File: src/rtl/router_pkt_pkg.sv
// Shared types and helpers for the router packet transmitter.
// Holds the FSM state encoding, field widths and the header packer.
package router_pkt_pkg;

    localparam int LEN_W = 6;
    localparam logic [1:0] ADDR_INVALID = 2'd3;

    typedef enum logic [2:0] {
        S_IDLE    = 3'd0,
        S_LOAD    = 3'd1,
        S_HEADER  = 3'd2,
        S_PAYLOAD = 3'd3,
        S_PARITY  = 3'd4,
        S_GAP     = 3'd5
    } state_t;

    function automatic logic [7:0] pack_header(
        input logic [LEN_W-1:0] len,
        input logic [1:0]       addr
    );
        return {len, addr};
    endfunction

endpackage

File: src/rtl/router_tx_buf.sv
// Payload buffer: DEPTH x 8 registers, synchronous write, async read.
// Ports: clock, we/waddr/wdata (write), raddr -> rdata (read).
module router_tx_buf #(
    parameter int DEPTH = 64,
    parameter int AW    = 6
) (
    input  logic          clock,
    input  logic          we,
    input  logic [AW-1:0] waddr,
    input  logic [7:0]    wdata,
    input  logic [AW-1:0] raddr,
    output logic [7:0]    rdata
);

    logic [7:0] mem [DEPTH];

    always_ff @(posedge clock) begin
        if (we) begin
            mem[waddr] <= wdata;
        end
    end

    assign rdata = mem[raddr];

endmodule

File: src/rtl/router_pkt_tx.sv
// Router packet transmitter: loads a payload from an upstream byte
// source, then sends header, payload and XOR parity to the router.
// Ports: clock/resetn; start+dest_addr+pay_len+corrupt_parity request;
// src_valid/src_data/src_ready upstream; busy stall; pkt_valid/pkt_data
// router side; tx_active, done, start_err status.
module router_pkt_tx
    import router_pkt_pkg::*;
#(
    parameter int GAP_CYCLES = 2,
    parameter int BUF_DEPTH  = 64
) (
    input  logic             clock,
    input  logic             resetn,
    input  logic             start,
    input  logic [1:0]       dest_addr,
    input  logic [LEN_W-1:0] pay_len,
    input  logic             corrupt_parity,
    input  logic             src_valid,
    input  logic [7:0]       src_data,
    output logic             src_ready,
    input  logic             busy,
    output logic             pkt_valid,
    output logic [7:0]       pkt_data,
    output logic             tx_active,
    output logic             done,
    output logic             start_err
);

    localparam int AW = $clog2(BUF_DEPTH);
    localparam logic [3:0] GAP_LAST = 4'(GAP_CYCLES - 1);

    state_t           state_q, state_d;
    logic [LEN_W-1:0] len_q, len_d;
    logic [1:0]       addr_q, addr_d;
    logic             corrupt_q, corrupt_d;
    logic [7:0]       parity_q, parity_d;
    logic [LEN_W-1:0] cnt_q, cnt_d;
    logic [3:0]       gap_q, gap_d;
    logic             valid_d;
    logic [7:0]       data_d;
    logic             active_d;
    logic             done_d;
    logic             err_d;
    logic             we;
    logic [AW-1:0]    ptr;
    logic [7:0]       rdata;

    // One counter serves as write pointer in LOAD and as the index of
    // the next payload byte to present in HEADER/PAYLOAD.
    assign ptr = AW'(cnt_q);

    assign src_ready = (state_q == S_LOAD) && (cnt_q != len_q);

    router_tx_buf #(
        .DEPTH (BUF_DEPTH),
        .AW    (AW)
    ) u_buf (
        .clock (clock),
        .we    (we),
        .waddr (ptr),
        .wdata (src_data),
        .raddr (ptr),
        .rdata (rdata)
    );

    always_ff @(posedge clock or negedge resetn) begin
        if (!resetn) begin
            state_q   <= S_IDLE;
            len_q     <= '0;
            addr_q    <= '0;
            corrupt_q <= 1'b0;
            parity_q  <= '0;
            cnt_q     <= '0;
            gap_q     <= '0;
            pkt_valid <= 1'b0;
            pkt_data  <= '0;
            tx_active <= 1'b0;
            done      <= 1'b0;
            start_err <= 1'b0;
        end else begin
            state_q   <= state_d;
            len_q     <= len_d;
            addr_q    <= addr_d;
            corrupt_q <= corrupt_d;
            parity_q  <= parity_d;
            cnt_q     <= cnt_d;
            gap_q     <= gap_d;
            pkt_valid <= valid_d;
            pkt_data  <= data_d;
            tx_active <= active_d;
            done      <= done_d;
            start_err <= err_d;
        end
    end

    always_comb begin
        state_d   = state_q;
        len_d     = len_q;
        addr_d    = addr_q;
        corrupt_d = corrupt_q;
        parity_d  = parity_q;
        cnt_d     = cnt_q;
        gap_d     = gap_q;
        valid_d   = pkt_valid;
        data_d    = pkt_data;
        active_d  = tx_active;
        done_d    = 1'b0;
        err_d     = 1'b0;
        we        = 1'b0;

        unique case (state_q)
            S_IDLE: begin
                if (start) begin
                    if (pay_len == '0 || dest_addr == ADDR_INVALID) begin
                        err_d = 1'b1;
                    end else begin
                        len_d     = pay_len;
                        addr_d    = dest_addr;
                        corrupt_d = corrupt_parity;
                        parity_d  = pack_header(pay_len, dest_addr);
                        cnt_d     = '0;
                        active_d  = 1'b1;
                        state_d   = S_LOAD;
                    end
                end
            end
            S_LOAD: begin
                if (src_valid && src_ready) begin
                    we       = 1'b1;
                    parity_d = parity_q ^ src_data;
                    if (cnt_q == len_q - 6'd1) begin
                        // Header goes out registered on the same edge
                        // that takes the last payload byte.
                        cnt_d   = '0;
                        valid_d = 1'b1;
                        data_d  = pack_header(len_q, addr_q);
                        state_d = S_HEADER;
                    end else begin
                        cnt_d = cnt_q + 6'd1;
                    end
                end
            end
            S_HEADER: begin
                if (!busy) begin
                    data_d  = rdata;
                    cnt_d   = 6'd1;
                    state_d = S_PAYLOAD;
                end
            end
            S_PAYLOAD: begin
                if (!busy) begin
                    if (cnt_q == len_q) begin
                        valid_d = 1'b0;
                        data_d  = corrupt_q ? ~parity_q : parity_q;
                        state_d = S_PARITY;
                    end else begin
                        data_d = rdata;
                        cnt_d  = cnt_q + 6'd1;
                    end
                end
            end
            S_PARITY: begin
                if (!busy) begin
                    data_d  = '0;
                    done_d  = 1'b1;
                    gap_d   = '0;
                    state_d = S_GAP;
                end
            end
            S_GAP: begin
                if (gap_q == GAP_LAST) begin
                    active_d = 1'b0;
                    state_d  = S_IDLE;
                end else begin
                    gap_d = gap_q + 4'd1;
                end
            end
            default: begin
                state_d = S_IDLE;
            end
        endcase
    end

endmodule

File: config.mk
export PLATFORM = sky130hd
export DESIGN_NAME = router_pkt_tx
export DESIGN_NICKNAME = d
export VERILOG_FILES = /design/src/rtl/router_pkt_pkg.sv /design/src/rtl/router_tx_buf.sv /design/src/rtl/router_pkt_tx.sv
export SDC_FILE = /design/constraint.sdc
export NUM_CORES = 1
export LEC_CHECK = 0
export BUFFER_PORTS_ARGS = -buffer_cell sky130_fd_sc_hd__buf_4
export CAP_MARGIN = 30
export CORE_MARGIN = 2
export CORE_UTILIZATION = 62
export DETAILED_ROUTE_END_ITERATION = 8
export GPL_ROUTABILITY_DRIVEN = 0
export PLACE_DENSITY = 0.84
export REMOVE_ABC_BUFFERS = 1
export SYNTH_ARGS = -nofsm -noshare
export SYNTH_HDL_FRONTEND = slang
export SYNTH_SLANG_ARGS = --single-unit
export TNS_END_PERCENT = 30
File: constraint.sdc
create_clock -name clock -period 2.83 [get_ports clock]
set_input_delay 0.1415 -clock clock [delete_from_list [all_inputs] [get_ports clock]]
set_output_delay 0.1415 -clock clock [all_outputs]
set_load 0.02 [all_outputs]
# [Word level (Yosys, flattened, before mapping)]
# Memory sizes are Yosys's and may differ from the RTL's.
# Index checks and enable logic that the tools add are counted.
[totals] regBits=42 mem_bits_rw=512 input_bits=22 word_cells=110 memories=1
[op_classes] add_sub_neg=3 n_eq_ne=21 n_mux=51 n_bitwise=3 n_reduce_logical=19
[mem_list] name="u_buf.mem" depth=64 width=8 rd=1 rd_ports_with_merged_regs=0 wr=1 line_no="router_tx_buf.sv:15" text="logic [7:0] mem [DEPTH];"
[op_table] operator="$mux 8" n=10
[op_table] operator="$mux 6" n=7
[op_table] operator="$pmux 8 s4" n=1
[op_table] operator="$mux 3" n=9
[op_table] operator="$pmux 6 s4" n=1
[op_table] operator="$ne 2x2->1 const B" n=9
[op_table] operator="$pmux 3 s6" n=1
[op_table] operator="$mux 1" n=16
[op_table] operator="$pmux 8 s2" n=1
[op_table] operator="$eq 6x6->1" n=2
[op_table] operator="$reduce_and 9->1" n=1
[op_table] operator="$mux 4" n=2
[op_table] operator="$not 8->8" n=1
[op_table] operator="$pmux 4 s2" n=1
[op_table] operator="$reduce_and 4->1" n=2
[op_table] operator="$reduce_bool 2->1" n=4
[op_table] operator="$reduce_bool 4->1" n=2
[op_table] operator="$xor 8x8->8" n=1
[op_table] operator="$reduce_and 7->1" n=1
[op_table] operator="$add 6x1->6 const B" n=1
[op_table] operator="$eq 3x2->1 const B" n=2
[op_table] operator="$eq 3x3->1 const B" n=2
[op_table] operator="$logic_not 6->1" n=1
[op_table] operator="$ne 6x6->1" n=1
[op_table] operator="other kinds (14)" n=18

# [Longest topological paths before layout]
[depth] depth_word=7 mapped_depth=11 depth_no_buf=9

# [Cells and area by module]
# Synthesis repeated with hierarchy kept, for this count alone.
[unflattened] cells_unflattened=1209 hier_area_um2=22527.9
[modules_own_cells] mod="router_tx_buf" instances=1 cells_each=932 area_per_inst_um2=20006.7
[modules_own_cells] mod="router_pkt_tx" instances=1 cells_each=277 area_per_inst_um2=2521.2

# [Least setup slack after synthesis]
# OpenSTA, ideal clock, no wires.
[synth_path] path_type="reg-to-reg" from="register cnt_q[0]" to="memory u_buf.mem[12][0], enable pin" setup_ns=0.370 arrival_time_ns=2.163 setup_slack_ns=0.297 path_stages_with_launch=10 n_path_buf=6 synth_period_minus_slack_ns=2.533 path_cell_list="dfrtp_1 > buf_2 > buf_4 > buf_4 > buf_4 > buf_4 > buf_2 > nor2_1 > nand2_1 > nor2_1"
[synth_via] elab_chain_len=7
[synth_rtl] item="from (decl)" line_no="router_pkt_tx.sv:37" text="logic [LEN_W-1:0] cnt_q, cnt_d;"
[synth_rtl] item="from (signal assigned)" line_no="router_pkt_tx.sv:86" text="cnt_q <= cnt_d;"
[synth_rtl] item="$ne 6x6->1" line_no="router_pkt_tx.sv:52" text="assign src_ready = (state_q == S_LOAD) && (cnt_q != len_q);"
[synth_rtl] item="$logic_and 1x1->1" line_no="router_pkt_tx.sv:52"
[synth_rtl] item="$logic_and 1x1->1" line_no="router_pkt_tx.sv:128" text="if (src_valid && src_ready) begin"
[synth_rtl] item="$mux 1" line_no="router_pkt_tx.sv:128"
[synth_rtl] item="$mux 1" line_no="router_pkt_tx.sv:111" text="unique case (state_q)"
[synth_rtl] item="$mux 1" line_no="router_tx_buf.sv:18" text="if (we) begin"
[synth_rtl] item="$mux 1 (not written as such)" line_no="router_tx_buf.sv:19" text="mem[waddr] <= wdata;"
[synth_rtl] item="to (decl)" line_no="router_tx_buf.sv:15"
# Parallel ways exist; a longest one is shown, timed or not.

# [Worst setup path after layout]
[layout_path] from="register cnt_q[0]" to="register pkt_data[7]"
[layout_via] elab_chain_len=5 word_cells_on_any_way=13 classes_between="5 x eq/ne; 4 x mux; 3 x reduce/logical; 1 x memory"
[layout_rtl] item="branches (longest 5 deep; another with $mem_v2 64x8)"
[layout_rtl] item="to (signal assigned)" line_no="router_pkt_tx.sv:89" text="pkt_data <= data_d;"
[layout_rtl] item="to (decl)" line_no="router_pkt_tx.sv:23" text="output logic [7:0] pkt_data,"
# Several ways; the timed one is not identified. The select of a mux whose other input is x is not followed.
# A chain may end at the register's enable or synchronous reset.

==> impl_metrics.json <==
{
  "critPathLaunchType": "register",
  "root_buffer": "clkbuf_16",
  "cts_buffers": 51,
  "tritoncts": "built",
  "die-height_um": 195,
  "netlist_top_cells_area": "edfxtp_1 68%, mux4_2 4.8%, dfrtp_1 4.7%",
  "p_per_area_mw_per_mm2": 932,
  "drive_gt1_frac": 0.244,
  "fin_setup_tns_ns": -0.145,
  "cp-end-kind": "register",
  "vias": 14900,
  "core_area_mm2": 0.0357,
  "synthFlopType": "edfxtp_1",
  "netlist_area_mm2": 0.0226,
  "violations": "negative setup slack",
  "slowest_stage": "dfrtp_4",
  "start_util": 0.632,
  "max_stage_delay_ns": 0.55,
  "drcViolationCount": 0,
  "reg2reg_to": "pkt_data[7]$_DFFE_PN0P_",
  "crit_path_cell_trace": "buf_12 > nor2b_2 > buf_4 > a221oi_1 > nor2_1 > o21ai_2 > o2111ai_2 > nor4_4 > nor4_1",
  "ys_ff_latch": 554,
  "post-cts-setup-buffers": 0,
  "layout_commonest_cell": "edfxtp_1",
  "hpwl_um": 39000,
  "drv_slew": 0,
  "drt_iter0_markers": 2442,
  "finalNonFillerCells": 2065,
  "design.die.area_mm2": 0.0379,
  "clockBufferDepth": 3,
  "setup_violations": 4,
  "finalCriticalPeriod_ns": 2.90,
  "max_freq_mhz": 345,
  "clk_latency_ns": 0.61,
  "rows": 69,
  "crit_required_ns": 3.29,
  "synthArstFlopShare": 0.0758,
  "critPathLaunch": "cnt_q[0]$_DFFE_PN0P_",
  "synth_edf_count": 512,
  "grt_setup_unrepaired": "true",
  "worstReg2RegStart": "cnt_q[0]$_DFFE_PN0P_",
  "p_leak_nw": 8.79,
  "wirelength_um": 64200,
  "yosysTopAreaCellShare": 0.682,
  "criticalPathCategory": "register to register",
  "layout_common_cells": "512 x edfxtp_1, 179 x buf_4, 118 x nor2_1",
  "dp_cells": 1959,
  "syn_to_final_growth_pct": 15.7,
  "stdcell_area_mm2": 0.0261,
  "overflow": 0,
  "ff2ff_path_depth": 9,
  "arrival_ns": 3.36,
  "syn_area_per_cell_um2": 16.1,
  "antenna_found_initial": 0,
  "die_w_um": 195,
  "nets": 1590,
  "cpLargestDelayFamily": "compound AO/OA/AOI/OAI gates",
  "p_total_mw": 24.3,
  "setup_ws_ns": -0.0691,
  "clkSinkCount": 554,
  "r2r_setup_slack_ns": -0.07,
  "yosysSeqAreaShare": 0.728,
  "antenna_cells": 0,
  "ant_nets": 0,
  "synthCells": 1399,
  "io_pins": 35,
  "drv_cap": 0,
  "crit_fanout": 22,
  "finalHoldViolations": 0,
  "cp_num_buf_inv": 2,
  "placed_area_mm2": 0.0242,
  "gr-usage-all-layers": 0.343,
  "ys_warn_count": 0,
  "status": "finished, violations left",
  "finalCritPeriodShare": 1.02,
  "relSlewSlack": 0.187,
  "worst_slew_pin_slew_ns": 1.21,
  "cts_max_level": 2,
  "first_pass_iters": 7,
  "port_buffers": 34,
  "grt_pass1_wl_um": 94700,
  "grt_max_degree": 67,
  "clock_skew_ns": 0.0271,
  "clk_pin_slew_ns": 0.07,
  "synth.distinct_cells": 71,
  "min_path_type": "input pin to async pin",
  "synth_top_cell_by_area": "edfxtp_1",
  "post_drt_wl_per_cell_um": 31.1,
  "irDropWorstVdd_mv": 0.566,
  "via_per_inst": 7.19,
  "first_global_vias": 14600
}
==> per-layer routing <==
metal	GRT usage	share of wire
met4	0.189	0.062
met3	0.0970	0.14
met1	0.448	0.34
met2	0.526	0.46
met5	0	0
==> Yosys cell counts (5+ instances only) <==
master / number
o21ai_0: 61
a221o_1: 8
a21oi_1: 51
mux2i_1: 44
nor4_1: 11
nor2_1: 120
o211ai_1: 7
a22o_1: 25
a22oi_1: 35
nor2b_1: 11
edfxtp_1: 512
xnor2_1: 14
buf_2: 37
inv_1: 6
clkbuf_1: 34
nor3_1: 18
o22ai_1: 16
nand3_1: 31
dfrtp_1: 42
mux2_2: 46
buf_4: 9
nand2b_1: 6
buf_1: 6
nand2_1: 64
and2_1: 5
a221oi_1: 43
mux4_2: 48
or3_1: 9
==> logic make-up (layout without fill, tap and decap cells) <==
family,after synthesis,count (layout),synth area share
AOI/OAI and AO/OA,284,284,0.0877
xor gates and xnor gates,19,19,0.00771
adders and majority gates,4,4,0.00222
buffers and inverters,97,302,0.0204
DFF,554,554,0.728
muxes,138,138,0.0904
and+or+nand+nor,303,303,0.0631
==> area by class of cell <==
| class | count | area (µm²) |
|---|---|---|
| clock buffers | 59 | 1330 |
| clock inverters | 34 | 304 |
| fillers | 1990 | 9560 |
| inverters | 8 | 30.0 |
| multi-input cells | 748 | 5770 |
| flip-flops and latches | 554 | 16400 |
| well taps | 461 | 577 |
| repair buffers | 201 | 1650 |
==> flip-flops by register name, summed over array words and instances, names as in the netlist <==
name	cells
pkt_valid	1
parity_q	8
done	1
pkt_data	8
addr_q	2
state_q	3
start_err	1
gap_q	4
u_buf.mem	512
len_q	6
tx_active	1
cnt_q	6
corrupt_q	1
==> how the worst max path moves through the flow <==
stage | slack, ns | to | depth (start not counted)
final | -0.07 | pkt_data[7]$_DFFE_PN0P_ | 9
after global routing | -0.03 | pkt_data[1]$_DFFE_PN0P_ | 9
after CTS | -0.008 | pkt_data[4]$_DFFE_PN0P_ | 7
after detailed placement | -0.30 | pkt_data[7]$_DFFE_PN0P_ | 9
after global placement | -0.28 | pkt_data[7]$_DFFE_PN0P_ | 9
after floorplan | -3.17 | pkt_data[4]$_DFFE_PN0P_ | 7
==> metrics by stage <==
stage,setup WS [ns],hold WS [ns],utilization
2_1_floorplan,-3.17,-0.154,-
3_3_place_gp,-0.284,0.159,0.679
3_5_place_dp,-0.295,0.165,0.679
4_1_cts,-0.00795,0.0859,0.730
5_1_grt,-0.0321,0.129,0.732
6_report,-0.0691,0.0820,0.732
==> power breakdown <==
part           internal [mW]  total (mW)  switching [mW]
Combinational           3.05        7.82            4.77
Clock                   3.82        6.81            2.99
Sequential              9.35        9.68           0.339
==> what timing repair did <==
| action | 4_1_cts | 5_1_grt |
|---|---|---|
| hold endpoints to repair | 63 | 0 |
| gates resized for setup | 10 | 16 |
| hold buffers | 13 | 0 |
| endpoints found under the setup margin | 6 | 71 |
| pin swaps | 0 | 3 |
| gates cloned | 0 | 0 |
No activity file was read; power rests on OpenSTA's default activity.
